### src/rtl/reaction_ctrl_pkg.sv
// Shared definitions for the reaction-timer trial controller:
// state encodings, LFSR seed/tap mask and the LFSR step function.
package reaction_ctrl_pkg;

  localparam int unsigned LFSR_W = 16;

  typedef enum logic [2:0] {
    ST_IDLE  = 3'd0,
    ST_ARM   = 3'd1,
    ST_WAIT  = 3'd2,
    ST_GO    = 3'd3,
    ST_HOLD  = 3'd4,
    ST_FALSE = 3'd5,
    ST_TOUT  = 3'd6
  } state_e;

  localparam logic [LFSR_W-1:0] LFSR_SEED = 16'hACE1;
  // Galois right-shift form of taps 16,14,13,11
  localparam logic [LFSR_W-1:0] LFSR_TAPS = 16'hB400;

  function automatic logic [LFSR_W-1:0] lfsr_next(input logic [LFSR_W-1:0] cur);
    return {1'b0, cur[LFSR_W-1:1]} ^ (cur[0] ? LFSR_TAPS : '0);
  endfunction

endpackage

### src/rtl/ms_tick_gen.sv
// Free-running prescaler: one-cycle tick every DIV clocks (tick high while count == DIV-1).
module ms_tick_gen #(
  parameter int unsigned DIV = 50_000
) (
  input  logic clk,
  input  logic rst_n,
  output logic tick_o
);

  localparam int unsigned CW = (DIV > 1) ? $clog2(DIV) : 1;

  logic [CW-1:0] cnt_q, cnt_d;
  logic          tick_q;

  always_comb begin
    cnt_d = cnt_q + CW'(1);
    if (cnt_q == CW'(DIV - 1)) cnt_d = '0;
  end

  // Tick registered one count early so it lines up with count == DIV-1
  always_ff @(posedge clk or negedge rst_n) begin
    if (!rst_n) begin
      cnt_q  <= '0;
      tick_q <= 1'b0;
    end else begin
      cnt_q  <= cnt_d;
      tick_q <= (cnt_q == CW'(DIV - 2));
    end
  end

  assign tick_o = tick_q;

endmodule

### src/rtl/reaction_ctrl.sv
// Reaction-timer trial controller: random pre-GO delay, ms enable pulses, false start/timeout.
// Macro REACT_FALSE_START_EN: a react pulse during WAIT ends the trial as a false start.
module reaction_ctrl
  import reaction_ctrl_pkg::*;
#(
  parameter int unsigned CLK_HZ       = 50_000_000,
  parameter int unsigned TICK_HZ      = 1000,
  parameter int unsigned MIN_DELAY_MS = 1000,
  parameter int unsigned RAND_BITS    = 11,
  parameter int unsigned MAX_WAIT_MS  = 5000
) (
  input  logic clk,
  input  logic rst_n,
  input  logic start_i,
  input  logic react_i,
  output logic cnt_en_o,
  output logic cnt_clr_o,
  output logic led_go_o,
  output logic done_o,
  output logic false_start_o,
  output logic timeout_o
);

  localparam int unsigned DIV   = CLK_HZ / TICK_HZ;
  localparam int unsigned DLY_W = $clog2(MIN_DELAY_MS + (1 << RAND_BITS));
  localparam int unsigned MS_W  = $clog2(MAX_WAIT_MS + 1);

`ifdef REACT_FALSE_START_EN
  localparam bit FALSE_START_EN = 1'b1;
`else
  localparam bit FALSE_START_EN = 1'b0;
`endif

  logic [2:0]        start_sync_q, react_sync_q;
  logic              start_pulse_q, react_pulse_q;
  logic              tick;
  logic [LFSR_W-1:0] lfsr_q;
  state_e            state_q, state_d;
  logic [DLY_W-1:0]  delay_q, delay_d;
  logic [MS_W-1:0]   ms_q, ms_d;
  logic              cnt_en_d;
  logic              cnt_en_q, cnt_clr_q, led_go_q, done_q, timeout_q;

  ms_tick_gen #(.DIV(DIV)) u_tick (
    .clk    (clk),
    .rst_n  (rst_n),
    .tick_o (tick)
  );

  // Two-flop synchronizers, then a registered rising-edge pulse (3 cycles after the pin)
  always_ff @(posedge clk or negedge rst_n) begin
    if (!rst_n) begin
      start_sync_q  <= '0;
      react_sync_q  <= '0;
      start_pulse_q <= 1'b0;
      react_pulse_q <= 1'b0;
      lfsr_q        <= LFSR_SEED;
    end else begin
      start_sync_q  <= {start_sync_q[1:0], start_i};
      react_sync_q  <= {react_sync_q[1:0], react_i};
      start_pulse_q <= start_sync_q[1] & ~start_sync_q[2];
      react_pulse_q <= react_sync_q[1] & ~react_sync_q[2];
      lfsr_q        <= lfsr_next(lfsr_q);
    end
  end

  always_ff @(posedge clk or negedge rst_n) begin
    if (!rst_n) begin
      state_q <= ST_IDLE;
      delay_q <= '0;
      ms_q    <= '0;
    end else begin
      state_q <= state_d;
      delay_q <= delay_d;
      ms_q    <= ms_d;
    end
  end

  // Later assignments override earlier ones, which encodes the react/start priorities
  always_comb begin
    state_d  = state_q;
    delay_d  = delay_q;
    ms_d     = ms_q;
    cnt_en_d = 1'b0;
    unique case (state_q)
      ST_IDLE: begin
        if (start_pulse_q) state_d = ST_ARM;
      end
      ST_ARM: begin
        delay_d = DLY_W'(MIN_DELAY_MS) + DLY_W'(lfsr_q[RAND_BITS-1:0]);
        ms_d    = '0;
        state_d = ST_WAIT;
      end
      ST_WAIT: begin
        if (tick) begin
          if (delay_q <= DLY_W'(1)) begin
            delay_d = '0;
            state_d = ST_GO;
          end else begin
            delay_d = delay_q - DLY_W'(1);
          end
        end
        if (FALSE_START_EN && react_pulse_q) state_d = ST_FALSE;
      end
      ST_GO: begin
        if (react_pulse_q) begin
          state_d = ST_HOLD;
        end else if (tick) begin
          if (ms_q == MS_W'(MAX_WAIT_MS)) begin
            state_d = ST_TOUT;
          end else begin
            ms_d     = ms_q + MS_W'(1);
            cnt_en_d = 1'b1;
          end
        end
      end
      ST_HOLD, ST_FALSE, ST_TOUT: begin
        if (start_pulse_q) state_d = ST_ARM;
      end
      default: state_d = ST_IDLE;
    endcase
  end

  always_ff @(posedge clk or negedge rst_n) begin
    if (!rst_n) begin
      cnt_en_q  <= 1'b0;
      cnt_clr_q <= 1'b0;
      led_go_q  <= 1'b0;
      done_q    <= 1'b0;
      timeout_q <= 1'b0;
    end else begin
      cnt_en_q  <= cnt_en_d;
      cnt_clr_q <= (state_d == ST_ARM);
      led_go_q  <= (state_d == ST_GO);
      done_q    <= (state_d == ST_HOLD);
      timeout_q <= (state_d == ST_TOUT);
    end
  end

`ifdef REACT_FALSE_START_EN
  logic false_q;

  always_ff @(posedge clk or negedge rst_n) begin
    if (!rst_n) false_q <= 1'b0;
    else        false_q <= (state_d == ST_FALSE);
  end

  assign false_start_o = false_q;
`else
  assign false_start_o = 1'b0;
`endif

  assign cnt_en_o  = cnt_en_q;
  assign cnt_clr_o = cnt_clr_q;
  assign led_go_o  = led_go_q;
  assign done_o    = done_q;
  assign timeout_o = timeout_q;

endmodule

### config.mk
export PLATFORM = sky130hd
export DESIGN_NAME = reaction_ctrl
export DESIGN_NICKNAME = d
export VERILOG_FILES = /design/src/rtl/reaction_ctrl_pkg.sv /design/src/rtl/ms_tick_gen.sv /design/src/rtl/reaction_ctrl.sv
export SDC_FILE = /design/constraint.sdc
export NUM_CORES = 1
export LEC_CHECK = 0
export ABC_AREA = 1
export BUFFER_PORTS_ARGS = -buffer_cell sky130_fd_sc_hd__buf_2
export CORE_MARGIN = 4
export CORE_UTILIZATION = 49
export CTS_CLUSTER_SIZE = 8
export DETAILED_ROUTE_END_ITERATION = 16
export PLACE_DENSITY = 0.65
export SLEW_MARGIN = 20
export SYNTH_ARGS = -nofsm -noshare
export SYNTH_HDL_FRONTEND = slang
export SYNTH_SLANG_ARGS = --single-unit
### constraint.sdc
create_clock -name clk -period 3 [get_ports clk]
set_input_delay 0.45 -clock clk [delete_from_list [all_inputs] [get_ports clk]]
set_output_delay 0.45 -clock clk [all_outputs]
set_load 0.05 [all_outputs]
==> flow_summary_export.csv <==
group,metric,value,unit
drt,vias_per_cell,5.06,
timing,whs,0.201,ns
synthesis,synth_top_area_share,42.9,%
timing,period_minus_slack,1.81,ns
finish,diodes,0,
synthesis,synth_flop_cell,"dfrtp_1",
setup_path,crit_path_max_incr_delay,0.42,ns
timing,drv_slew,0,
placed_design,dp_cells,577,
clocking,post_cts_buffers,0,
global_routing,grt.overflow.total,0,
synthesis,synth_top_area_cell,"dfrtp_1",
placed_design,gp_congestion,0.909,
setup_path,cp-end-kind,"flop",
synthesis,avgSynthCellArea,8.08,µm²
clocking,cts_buffers,9,
clocking,cts_tree,"yes",
synthesis,synth_cell_types,36,
power_and_ir_drop,ir_worst_vdd,0.299,mV
synthesis,ys_ff_latch,74,
synthesis,synth.most_common_cell,"nand2_1",
global_routing,grt_pass1_vias,2849,
setup_path,path_depth,11,
drt,final_antenna_net_count,0,
finish,syn2layout_area_growth,7.77,%
die,die_h,96.6,µm
synthesis,async_flop_share,100,%
die,rows,32,
setup_path,startpoint_type,"flop",
global_routing,grt_pass1_wl,13300,µm
power_and_ir_drop,leakagePower,2.02,nW
die,die_area,9330,µm²
global_routing,antenna_found_initial,0,
drt,wirelength,7300,µm
setup_path,cp.arrival,2.04,ns
global_routing,grt_max_degree,75,
synthesis,synth_area,3850,µm²
setup_path,path_cells,"inv_1 > ha_1 > inv_1 > nor2_1 > nand2_1 > nor2_1 > nand2_1 > nand3_2 > nand2_2 > nand3_1 > o21ai_1",
timing,hold_viol,0,
timing,fin_crit_sh,60.4,%
synthesis,synth_edf_count,0,
clocking,ctsResizeCount,0,
setup_path,rr_worst_depth,11,
finish,final_nets,497,
clocking,cts_buffer_depth,2,
clocking,clock-sinks,74,
synthesis,syn_inst,476,
finish,stdcell_area,4150,µm²
hold_path,holdCritPathClass,"in -> reg",
power_and_ir_drop,power.total,2.72,mW
flow_run,maxCapViolations,0,
drt,drtIter0Drc,167,
die,io_pins,10,
finish,final_core_util,53.9,%
clocking,cts_max_level,3,
drt,drc,0,
timing,layout_setup_ws,1.19,ns
timing,clock_skew,0.00639,ns
clocking,root_buffer,"clkbuf_8",
power_and_ir_drop,cellPowerDensity,655,nW/µm²
placed_design,pre_cts_ws,1.19,ns
drt,wl_per_cell,12.3,µm
drt,vias,2999,
synthesis,yosysWarnings,0,
die,start_util,50.0,%
synthesis,syn-num-nets,487,
finish,final_cells,593,
setup_path,crit_buf_inv,2,
finish,drive_above_1_share,11.8,%
setup_path,critPathMaxFanout,14,
timing,fmax,552,MHz
setup_path,crit_path_top_delay_cell,"dfrtp_1",
setup_path,path_delay_family,"simple AND/OR/NAND/NOR gates",
placed_design,place_area,3940,µm²
die,die_w,96.6,µm
clocking,postCtsHoldBufs,0,
timing,setup_tns,0,ns
clocking,clkTransAtPathRegs,0.08,ns
setup_path,critPathKind,"reg -> reg",
synthesis,synthTopCellsByCount,"104 x nand2_1, 66 x dfrtp_1, 64 x inv_1",
synthesis,synth_seq_area_share,48.4,%
clocking,worstSkewPairLatency,0.35,ns
timing,slew_headroom,40.0,%
placed_design,numPortBuffers,8,
setup_path,worstPathRequired,3.23,ns
timing,rsz0062_at_grt,"no",
drt,dr.pass1.iters,5,
timing,tightest_slew,0.900,ns
synthesis,yosys-top-cells-area,"dfrtp_1 43%, nand2_1 10%, inv_1 6.2%, nor2_1 6.0%, dfstp_2 5.5%",
die,design.core.area,7690,µm²
hold_path,hold_depth,1,
timing,setup_viol,0,
global_routing,grt.total_usage,17.2,%
status,status,"finished clean",
placed_design,dp_hpwl,5230,µm
## layout make-up
cell class                 count  area [µm²]
tap                          102         128
fill                         752        3540
timing repair buffer           8        42.5
sequential                    74        1860
inverter                      70         263
clock buffer                   9         124
multi-input combinational    323        1650
clock inverter                 7        78.8
## registers in the layout, indices dropped and copies added, names as in the netlist, 3 cells and up
register,flops
state_q,3
react_sync_q,3
delay_q,12
lfsr_q,16
u_tick.cnt_q,16
start_sync_q,3
ms_q,13
## cell families after synthesis
group | after synthesis | share of synthesized area (%)
compound gates | 43 | 6.60
fa+ha+maj | 7 | 2.28
flops | 74 | 48.4
other cells | 1 | 0.0975
buf+inv | 79 | 8.75
simple gates | 253 | 29.6
xor+xnor | 19 | 4.33
## power by group
group	total, mW	leakage (nW)	internal, mW	switching (mW)
clock	0.776	0.0921	0.389	0.387
sequential	1.20	0.939	1.10	0.0979
combinational	0.744	0.992	0.210	0.534
total	2.72	2.02	1.70	1.02
## placed cells by master, fill, tap and decap left out, drive strengths merged, types with 2 or more instances in the layout
cell      netlist  final
a211oi          2      2
a21oi          14     14
a31oi           6      6
buf             8      8
clkbuf          1      9
clkinv          0      2
clkinvlp        0      3
dfrtp          66     66
dfstp           8      8
ha              7      7
inv            70     71
nand2         108    108
nand3          38     38
nand4          22     22
nor2           68     68
nor3           11     11
nor4            3      3
o21ai          20     20
or2             2      2
xnor2           2      2
xor2           17     17
## path summary, 6_finish.rpt
check | from | end | slack [ns]
max | ms_q[0]$_DFFE_PN0P_ | ms_q[6]$_DFFE_PN0P_ | 1.19
min | start_i | start_sync_q[0]$_DFF_PN0_ | 0.20
max reg2reg | ms_q[0]$_DFFE_PN0P_ | ms_q[6]$_DFFE_PN0P_ | 1.19
min reg2reg | lfsr_q[12]$_DFF_PN0_ | lfsr_q[11]$_DFF_PN1_ | 0.36
max in group asynchronous | rst_n | lfsr_q[14]$_DFF_PN0_ | 2.18
min in group asynchronous | rst_n | delay_q[5]$_DFFE_PN0P_ | 0.21
## metal layers
layer,vias up,wire length (µm),global-route usage [%]
met3,7,335,5.12
li1,1539,-,-
met5,-,0,0
met2,64,3250,25.3
met4,0,66,4.86
met1,1389,3650,24.6
Note: power is estimated with default switching activity, not from simulation.
